==> src/rtl/i2c_arb_pkg.sv <==
// ---------------------------------------------------------------------------
// i2c_arb_pkg
// Shared definitions for the I2C command arbiter: arbiter FSM state encoding,
// I2C address/data widths, and default watchdog limits.
// ---------------------------------------------------------------------------
package i2c_arb_pkg;

  localparam int ADDR_W            = 7;
  localparam int DATA_W            = 8;
  localparam int DEF_START_TIMEOUT = 1024;
  localparam int DEF_DONE_TIMEOUT  = 65536;

  typedef enum logic [2:0] {
    S_IDLE      = 3'd0,
    S_ISSUE     = 3'd1,
    S_WAIT_BUSY = 3'd2,
    S_WAIT_DONE = 3'd3,
    S_RESP      = 3'd4
  } arb_state_t;

endpackage

==> src/rtl/i2c_rr_pick.sv <==
// ---------------------------------------------------------------------------
// i2c_rr_pick
// Combinational round-robin selector. The search starts one past the last
// granted index and walks upward with wrap-around; the first pending request
// found wins.
//
// Ports:
//   i_req        [NUM_REQ-1:0]  pending request vector
//   i_last_grant [IDX_W-1:0]    index granted most recently
//   o_winner     [IDX_W-1:0]    selected index (0 when nothing pending)
//   o_any_valid                 at least one request pending
// ---------------------------------------------------------------------------
module i2c_rr_pick #(
  parameter int NUM_REQ = 4,
  parameter int IDX_W   = $clog2(NUM_REQ)
) (
  input  logic [NUM_REQ-1:0] i_req,
  input  logic [IDX_W-1:0]   i_last_grant,
  output logic [IDX_W-1:0]   o_winner,
  output logic               o_any_valid
);

  logic             w_found;
  logic [IDX_W-1:0] w_winner;

  // Offsets 1..NUM_REQ from the last grant; the last grant itself is
  // examined last, so a lone requester can still win back-to-back.
  always_comb begin
    w_found  = 1'b0;
    w_winner = '0;
    for (int i = 1; i <= NUM_REQ; i++) begin
      if (!w_found && i_req[IDX_W'((int'(i_last_grant) + i) % NUM_REQ)]) begin
        w_found  = 1'b1;
        w_winner = IDX_W'((int'(i_last_grant) + i) % NUM_REQ);
      end
    end
  end

  assign o_winner    = w_winner;
  assign o_any_valid = w_found;

endmodule

==> src/rtl/i2c_cmd_arbiter.sv <==
// ---------------------------------------------------------------------------
// i2c_cmd_arbiter
// Shares one I2C byte master between NUM_REQ requesters. A round-robin winner
// is latched in IDLE, its command is presented to the master with
// m_dataValid until the master reports busy, and the result (or a watchdog
// abort) is returned as a one-cycle rsp_valid pulse to that requester.
//
// Ports:
//   clk, rst                 clock; asynchronous active-low reset
//   req_valid/req_rw         per-requester command pending / 1=read
//   req_addr, req_din        packed 7-bit addresses / 8-bit write bytes
//   req_accept               one-cycle pulse: command captured
//   rsp_valid                one-cycle pulse: transaction finished
//   rsp_dout/ackErr/timeout  result, held between pulses
//   arb_busy                 FSM not idle
//   m_rw/m_addr/m_din/m_dataValid   command to master
//   m_dout/m_busy/m_ackErr/m_done   status from master
// ---------------------------------------------------------------------------
module i2c_cmd_arbiter
  import i2c_arb_pkg::*;
#(
  parameter int NUM_REQ       = 4,
  parameter int START_TIMEOUT = DEF_START_TIMEOUT,
  parameter int DONE_TIMEOUT  = DEF_DONE_TIMEOUT
) (
  input  logic                      clk,
  input  logic                      rst,
  input  logic [NUM_REQ-1:0]        req_valid,
  input  logic [NUM_REQ-1:0]        req_rw,
  input  logic [ADDR_W*NUM_REQ-1:0] req_addr,
  input  logic [DATA_W*NUM_REQ-1:0] req_din,
  output logic [NUM_REQ-1:0]        req_accept,
  output logic [NUM_REQ-1:0]        rsp_valid,
  output logic [DATA_W-1:0]         rsp_dout,
  output logic                      rsp_ackErr,
  output logic                      rsp_timeout,
  output logic                      arb_busy,
  output logic                      m_rw,
  output logic                      m_dataValid,
  output logic [ADDR_W-1:0]         m_addr,
  output logic [DATA_W-1:0]         m_din,
  input  logic [DATA_W-1:0]         m_dout,
  input  logic                      m_busy,
  input  logic                      m_ackErr,
  input  logic                      m_done
);

  localparam int IDX_W = $clog2(NUM_REQ);
  // One counter serves both phases, so START_TIMEOUT must not exceed
  // DONE_TIMEOUT. Limits are last-count values: expiry happens after exactly
  // TIMEOUT cycles spent in the waiting state.
  localparam int                WD_W      = $clog2(DONE_TIMEOUT + 1);
  localparam logic [WD_W-1:0]   START_LIM = WD_W'(START_TIMEOUT - 1);
  localparam logic [WD_W-1:0]   DONE_LIM  = WD_W'(DONE_TIMEOUT - 1);

  arb_state_t          r_state;
  logic [IDX_W-1:0]    r_grant;
  logic [IDX_W-1:0]    r_last_grant;
  logic [WD_W-1:0]     r_wd;
  logic [NUM_REQ-1:0]  r_req_accept;
  logic [NUM_REQ-1:0]  r_rsp_valid;
  logic [DATA_W-1:0]   r_rsp_dout;
  logic                r_rsp_ackErr;
  logic                r_rsp_timeout;
  logic                r_m_rw;
  logic                r_m_dataValid;
  logic [ADDR_W-1:0]   r_m_addr;
  logic [DATA_W-1:0]   r_m_din;

  logic [IDX_W-1:0]    w_winner;
  logic                w_any_valid;
  logic [WD_W-1:0]     w_wd_inc;
  logic [NUM_REQ-1:0]  w_win_onehot;
  logic [NUM_REQ-1:0]  w_grant_onehot;
  logic [ADDR_W-1:0]   w_addr [NUM_REQ];
  logic [DATA_W-1:0]   w_din  [NUM_REQ];

  for (genvar g = 0; g < NUM_REQ; g++) begin : g_unpack
    assign w_addr[g] = req_addr[g*ADDR_W +: ADDR_W];
    assign w_din[g]  = req_din[g*DATA_W +: DATA_W];
  end

  i2c_rr_pick #(
    .NUM_REQ (NUM_REQ),
    .IDX_W   (IDX_W)
  ) u_rr_pick (
    .i_req        (req_valid),
    .i_last_grant (r_last_grant),
    .o_winner     (w_winner),
    .o_any_valid  (w_any_valid)
  );

  // Saturating increment: the watchdog never wraps back to zero.
  assign w_wd_inc       = (&r_wd) ? r_wd : r_wd + WD_W'(1);
  assign w_win_onehot   = NUM_REQ'(1) << w_winner;
  assign w_grant_onehot = NUM_REQ'(1) << r_grant;

  always_ff @(posedge clk or negedge rst) begin
    if (!rst) begin
      r_state       <= S_IDLE;
      r_grant       <= '0;
      r_last_grant  <= IDX_W'(NUM_REQ - 1);
      r_wd          <= '0;
      r_req_accept  <= '0;
      r_rsp_valid   <= '0;
      r_rsp_dout    <= '0;
      r_rsp_ackErr  <= 1'b0;
      r_rsp_timeout <= 1'b0;
      r_m_rw        <= 1'b0;
      r_m_dataValid <= 1'b0;
      r_m_addr      <= '0;
      r_m_din       <= '0;
    end else begin
      r_req_accept <= '0;
      r_rsp_valid  <= '0;
      case (r_state)
        S_IDLE: begin
          // Requests are only looked at here, so anything that appears and
          // vanishes while a transaction runs is never granted.
          if (w_any_valid && !m_busy) begin
            r_grant      <= w_winner;
            r_m_rw       <= req_rw[w_winner];
            r_m_addr     <= w_addr[w_winner];
            r_m_din      <= w_din[w_winner];
            r_req_accept <= w_win_onehot;
            r_state      <= S_ISSUE;
          end
        end
        S_ISSUE: begin
          // Registered, so m_dataValid rises the cycle after req_accept.
          r_m_dataValid <= 1'b1;
          r_wd          <= '0;
          r_state       <= S_WAIT_BUSY;
        end
        S_WAIT_BUSY: begin
          if (m_busy) begin
            r_m_dataValid <= 1'b0;
            r_wd          <= '0;
            r_state       <= S_WAIT_DONE;
          end else if (r_wd >= START_LIM) begin
            r_m_dataValid <= 1'b0;
            r_rsp_valid   <= w_grant_onehot;
            r_rsp_dout    <= '0;
            r_rsp_ackErr  <= 1'b0;
            r_rsp_timeout <= 1'b1;
            r_state       <= S_RESP;
          end else begin
            r_wd <= w_wd_inc;
          end
        end
        S_WAIT_DONE: begin
          // m_done is tested first so it beats a watchdog expiring in the
          // same cycle.
          if (m_done) begin
            r_rsp_valid   <= w_grant_onehot;
            r_rsp_dout    <= m_dout;
            r_rsp_ackErr  <= m_ackErr;
            r_rsp_timeout <= 1'b0;
            r_state       <= S_RESP;
          end else if (r_wd >= DONE_LIM) begin
            r_m_dataValid <= 1'b0;
            r_rsp_valid   <= w_grant_onehot;
            r_rsp_dout    <= '0;
            r_rsp_ackErr  <= 1'b0;
            r_rsp_timeout <= 1'b1;
            r_state       <= S_RESP;
          end else begin
            r_wd <= w_wd_inc;
          end
        end
        S_RESP: begin
          // rsp_valid is high during this cycle; advance the round-robin
          // pointer only once the transaction is complete.
          r_last_grant <= r_grant;
          r_state      <= S_IDLE;
        end
        default: begin
          r_m_dataValid <= 1'b0;
          r_state       <= S_IDLE;
        end
      endcase
    end
  end

  assign req_accept  = r_req_accept;
  assign rsp_valid   = r_rsp_valid;
  assign rsp_dout    = r_rsp_dout;
  assign rsp_ackErr  = r_rsp_ackErr;
  assign rsp_timeout = r_rsp_timeout;
  assign arb_busy    = (r_state != S_IDLE);
  assign m_rw        = r_m_rw;
  assign m_dataValid = r_m_dataValid;
  assign m_addr      = r_m_addr;
  assign m_din       = r_m_din;

endmodule

==> config.mk <==
export PLATFORM = sky130hd
export DESIGN_NAME = i2c_cmd_arbiter
export DESIGN_NICKNAME = d
export VERILOG_FILES = /design/src/rtl/i2c_arb_pkg.sv /design/src/rtl/i2c_rr_pick.sv /design/src/rtl/i2c_cmd_arbiter.sv
export SDC_FILE = /design/constraint.sdc
export NUM_CORES = 1
export LEC_CHECK = 0
export ABC_CLOCK_PERIOD_IN_PS = 5000
export CAP_MARGIN = 20
export CORE_MARGIN = 2
export CORE_UTILIZATION = 25
export DETAILED_ROUTE_END_ITERATION = 8
export HOLD_SLACK_MARGIN = 0.06
export PLACE_DENSITY = 0.55
export SYNTH_ARGS = -nofsm -noshare
export SYNTH_HDL_FRONTEND = slang
export SYNTH_SLANG_ARGS = --single-unit
export TNS_END_PERCENT = 30
==> constraint.sdc <==
create_clock -name clk -period 5 [get_ports clk]
set_clock_uncertainty 0.15 [all_clocks]
set_input_delay 0.5 -clock clk [delete_from_list [all_inputs] [get_ports clk]]
set_output_delay 0.5 -clock clk [all_outputs]
set_load 0.05 [all_outputs]
---- Word level (Yosys, flattened, before mapping) ----
Cells that the tools add are included.
word-level totals
  bits in registers ....................... 59
  RAM bits ................................ 0
  bits of input ports ..................... 81
  bits in read-only memories .............. 0
  bits in latches ......................... 0
  memories ................................ 0
  output and inout port bits .............. 36
cells by class
  reduce and logical (&&, ||, !) cells .... 19
  divide/modulo/power cells ............... 0
  $mul .................................... 0
  $lt $le $gt $ge ......................... 8
  add/sub/neg operators ................... 5
  equality and inequality tests ........... 13
  shift operators ......................... 2
  bitwise operators ....................... 2
  mux-type cells .......................... 65
operators with widths
  kind                                                                           number
  17-bit 2-to-1 mux                                                              5
  17-bit one-hot mux with 3 select lines                                         1
  8-bit 2-to-1 mux                                                               6
  4-bit 2-to-1 mux                                                               6
  1-bit 2-to-1 mux                                                               23
  17-bit by 1-bit adder with 17-bit output (second input constant)               1
  17-bit by 10-bit >= comparator with 1-bit output (second input constant)       1
  17-bit by 16-bit >= comparator with 1-bit output (second input constant)       1
  17-bit AND reduction                                                           1
  8-bit binary-select mux with 2-bit select                                      1
  2-bit by 4-bit less-than comparator with 1-bit output (second input constant)  4
  8-bit one-hot mux with 2 select lines                                          1
  3-bit 2-to-1 mux                                                               5
  7-bit binary-select mux with 2-bit select                                      1
  7-bit 2-to-1 mux                                                               2
  2-bit != test (second input constant)                                          6
  3-bit one-hot mux with 4 select lines                                          1
  4-bit AND reduction                                                            3
  1-bit binary-select mux with 2-bit select                                      5
  3-bit != test (second input constant)                                          3
  2-bit 2-to-1 mux                                                               4
  4-bit one-hot mux with 2 select lines                                          1
  1-bit by 2-bit left shift with 4-bit output (first input constant)             2
  3-bit by 2-bit equality test with 1-bit output (second input constant)         2
  other kinds (18)                                                               28

---- Logic depth before layout (Yosys ltp) ----
  depth in word-level cells ............... 18
  gate-level depth with buffers ........... 7

---- Hierarchy ----
A second synthesis with hierarchy kept.
second synthesis, totals
  cell total of the unflattened synthesis .. 268
  area, all modules ....................... 3,091.7 um^2
by module, submodules not included
  module           area an instance (um^2)  instances  sequential area each (um^2)  cells each
  i2c_cmd_arbiter  3,000.4                  1          1,478.9                      254
  i2c_rr_pick      91.3                     1          0.0                          14

---- Least setup slack after synthesis ----
No wires, ideal clock.
  kind .................................... reg2reg
  start ................................... reg r_state[1]
  end ..................................... reg r_m_addr[0] (netlist: m_addr[0])
  path slack .............................. 2,750 ps
  clock period less this slack ............ 2,250 ps
  arrival time ............................ 1,975 ps
  required time ........................... 4,725 ps
  cell stages (with the launch flop) ...... 6
  path through ............................ dfrtp_1 -> buf_2 -> or3_1 -> nor3_1 -> buf_2 -> mux2_2
between the ends
  word-level cells in the longest chain between the ends .. 2
RTL lines
  what                           RTL line                RTL
  start: declaration             i2c_cmd_arbiter.sv:56   arb_state_t r_state;
  start signal: assignment       i2c_cmd_arbiter.sv:100  r_state <= S_IDLE;
  start signal: assignment       i2c_cmd_arbiter.sv:126  r_state <= S_ISSUE;
  start signal: assignment       i2c_cmd_arbiter.sv:133  r_state <= S_WAIT_BUSY;
  3-bit logical NOT              i2c_cmd_arbiter.sv:116  case (r_state)
  2-bit AND reduction (no line)  --
  end signal: assignment         i2c_cmd_arbiter.sv:123  r_m_addr <= w_addr[w_winner];
  end: declaration               i2c_cmd_arbiter.sv:67   logic [ADDR_W-1:0] r_m_addr;
No other way between the ends.
A chain may end at the register's enable or synchronous reset.

---- Final worst setup path ----
  start ................................... in m_busy
  end ..................................... reg r_wd[0]
between the ends
  word-level cells in the longest chain between the ends .. 2
  elaborated cells on any way between the ends .. 4
  those cells by class .................... 1 x eq/ne; 2 x mux; 1 x reduce/logical
RTL lines
  what                                                                                     RTL line                RTL
  start: declaration                                                                       i2c_cmd_arbiter.sv:43   input logic m_busy,
  3-bit != test (no line) or 17-bit 2-to-1 mux (tied branches)                             --
  4-bit AND reduction (no line) or 17-bit one-hot mux with 3 select lines (tied branches)  --
  end signal: assignment                                                                   i2c_cmd_arbiter.sv:148  r_wd <= w_wd_inc;
  end signal: assignment                                                                   i2c_cmd_arbiter.sv:168  r_wd <= w_wd_inc;
  end: declaration                                                                         i2c_cmd_arbiter.sv:59   logic [WD_W-1:0] r_wd;
Parallel ways exist; a longest one is shown, timed or not.

==> results by group <==
Worst setup path
  – R2R Path Start: r_state[0]
  – Max incr delay on CP: roughly 790 ps
  – Crit path max fanout: 34
  – Slowest-stage cell, CP: a21o_1
  – Reg-to-reg critical path endpoint: r_wd[0]
  – Worst R2R Path Depth: 5
  – CP endpoint kind: flop
  – Critical path data required time: 5040 ps
  – CP Cell Sequence: clkdlybuf4s50_1, nand3b_1, a21o_1, o31a_2, a21oi_1, mux2i_1
  – Top delay family on crit path: compound AO/OA/AOI/OAI gates
  – CP bufs+invs: 1
  – R2R setup slack: 2310 ps
  – Setup CP Type: input pin to flop
  – WP data arrival: 2890 ps
  – Startpoint Class: input pin

Clock network
  – Clock slew at reported path FFs: ~50 ps
  – Clk_lat worst skew: 320 ps
  – Resize count post-CTS: 0
  – Root buffer cell: clkbuf_16
  – Post-CTS Repair Setup Buffers: 0
  – H-tree depth: 3
  – CTS tree: yes
  – Cts hold-fix bufs: 0
  – CTS buffer count: 9
  – CTS sink count: 59
  – Max clock buf depth: 2

Global route
  – Routing usage on met3: 0.0269
  – Vias in the first global route: between 3,000 and 4,000
  – Initial antenna violation count: 0
  – First-pass GRT wire length: 15,200 um
  – Largest net degree at the start of global routing: 60
  – Met2 usage: 0.221
  – Grt ovf: 0
  – Routing usage on met1: 0.159
  – Most utilized layer in the global route result: met2
  – Gr usage total: 0.131

Power
  – Power per cell area: ~570 mW/mm^2
  – Psw: 0.00125 W
  – Maximum VDD drop: 0.296 mV
  – Pint: 0.00163 W
  – Clock power frac: 0.214
  – Pleak: around 2.1 nW
  – Part of the power in registers: 0.262
  – Logic pwr share: 0.524
  – Sw Ratio: 0.434

Timing
  – Max Slew Vio Count: 0
  – Minimum clock period: between 2000 and 3000 ps
  – Final worst path period share: 0.570
  – RSZ-0062 raised after global routing: no
  – Final TNS setup: 0 ps
  – Peak Freq: about 350 MHz
  – Actual slew at the worst max-slew pin: between 1000 and 1500 ps
  – Min Hold Slack: about 180 ps
  – Final setup violating endpoints: 0
  – Slew headroom: 0.329
  – Final hold viol count: 0

Route
  – DRC viols: 0
  – Iter 0 DRT Violations: roughly 100
  – Post-route ant nets: 0
  – DR vias/cell: around 4.7
  – Final wirelength: 9080 um
  – Routed vias: about 2,900
  – Drt wl/cell: ~15 um
  – Router iterations before antenna repair: 5

Synth
  – Mapped Avg Cell Area: approximately 11 um^2
  – Number of synthesized flops with an enable pin: 0
  – Synth cell types: 44
  – Synth Flop Type: dfrtp_1
  – Top-area cell type share of the netlist area: 0.421
  – Asr flop ratio synth: 1.00
  – Register area share after synthesis: 0.436
  – Yosys warns: 0
  – Syn nets: 400
  – Main area contributors after synthesis: dfrtp_1 (42%), mux2i_1 (19%), mux2_2 (6.0%)
  – Cells after Synth: 318
  – Synthesis-stage register bit count: 59
  – Leading area contributor after synthesis: dfrtp_1
  – Synth Cell Area: about 0.0034 mm^2

Cells and area
  – Layout cells sized above 1: 0.113
  – Layout Nets: 512
  – Most frequent cells in the layout: clkdlybuf4s50_1 (115), mux2i_1 (64), dfrtp_1 (57)
  – Storage element area: roughly 0.0015 mm^2
  – P&R area growth vs syn: 48.5%
  – Area of the multi-input gates: between 0.0015 and 0.002 mm^2
  – Fill cells: 1,328
  – Commonest non-fill, non-tap cell in the layout: clkdlybuf4s50_1
  – # diodes: 0

Die
  – IO Count: between 100 and 150
  – Initial Util: 0.256
  – Die ar.: 0.0145 mm^2
  – Die Y: ~120 um
  – Core Rows: 42
  – CORE AREA: roughly 0.013 mm^2
  – Die Wd: roughly 120 um

Placement
  – Routability Congestion: 0.750
  – DP Wirelength: roughly 6600 um
  – Port Buf Inserts: between 100 and 150

Hold path
  – HP Class: input pin to asynchronous set/reset pin

Run
  – Max-Cap Viols: 0

Run status
  – Outcome: finished clean
per-layer routing:
layer / wire (um) / vias up
li1: - / 1378
met1: 4080 / 1385
met2: 4370 / 75
met3: 345 / 21
met4: 281 / 0
met5: 0 / -
kinds of logic (layout without fill, tap and decap cells):
kind of cell	after synthesis	after routing	share of synthesized area
multiplexers	82	82	0.249
AO/OA/AOI/OAI	50	50	0.110
flip-flops	59	59	0.436
buffers and inverters	27	144	0.0421
AND/OR/NAND/NOR	99	99	0.160
adder cells (fa/ha/maj)	1	1	0.00369
per-stage QoR:
| stage | std cells | utilization | area (um^2) | setup WS, ps | power [W] |
|---|---|---|---|---|---|
| final | 611 | 0.380 | 5030 | 2150 | 0.00288 |
| after global routing | 611 | 0.380 | 5030 | 1950 | 0.00304 |
| after CTS | 611 | 0.380 | 5030 | 2170 | 0.00292 |
| after detailed placement | 595 | 0.358 | 4740 | 1830 | 0.00229 |
| after global placement | 594 | 0.356 | 4710 | 1880 | 0.00225 |
| after floorplan | 318 | - | 3390 | 2750 | 0.00180 |
flip-flops by register name, indices dropped and copies added (netlist names), 3 cells and up:
register / count
r_wd: 17
rsp_valid: 4
m_addr: 7
req_accept: 4
r_state: 3
rsp_dout: 8
m_din: 8
final cells by class:
class	instances	share of cell area
Timing Repair Buffer	120	0.240
Clock inverter	5	0.0127
Multi-Input combinational cell	232	0.358
Sequential cell	59	0.294
Tap cell	176	0.0437
Clock buffer	11	0.0462
Inverter	8	0.00596
power groups by stage:
stage	registers (W)	clock network, W	logic, W
3_5_place_dp	0.000758	0	0.00153
2_1_floorplan	0.00113	0	0.000671
5_1_grt	0.000782	0.000653	0.00161
4_1_cts	0.000755	0.000634	0.00153
6_report	0.000754	0.000615	0.00151
3_3_place_gp	0.000756	0	0.00149
synth_stat cells (3+ instances only):
| cell type | number |
|---|---|
| mux2i_1 | 64 |
| dfrtp_1 | 57 |
| nand2_1 | 30 |
| nand2b_1 | 19 |
| mux2_2 | 18 |
| a211oi_1 | 10 |
| a21oi_1 | 10 |
| nor2_1 | 10 |
| a22o_1 | 9 |
| buf_2 | 9 |
| nor3_1 | 9 |
| inv_1 | 8 |
| nand3_1 | 6 |
| a21o_1 | 4 |
| and3_1 | 4 |
| buf_4 | 4 |
| nand3b_1 | 3 |
| nand4_1 | 3 |
| nor2b_1 | 3 |
| o21ai_0 | 3 |
worst max-delay path by stage:
| stage | slack (ps) | cells past startpoint | startpoint | to |
|---|---|---|---|---|
| floorplan | 2750 | 5 | r_state[1] | m_addr[0] |
| detailed placement | 1830 | 6 | m_busy | r_wd[0] |
| global placement | 1880 | 6 | m_busy | r_wd[15] |
| finish | 2150 | 6 | m_busy | r_wd[0] |
| global route | 1950 | 6 | m_busy | r_wd[1] |
| CTS | 2170 | 6 | m_busy | r_wd[0] |
No activity file was read; power rests on OpenSTA's default activity.
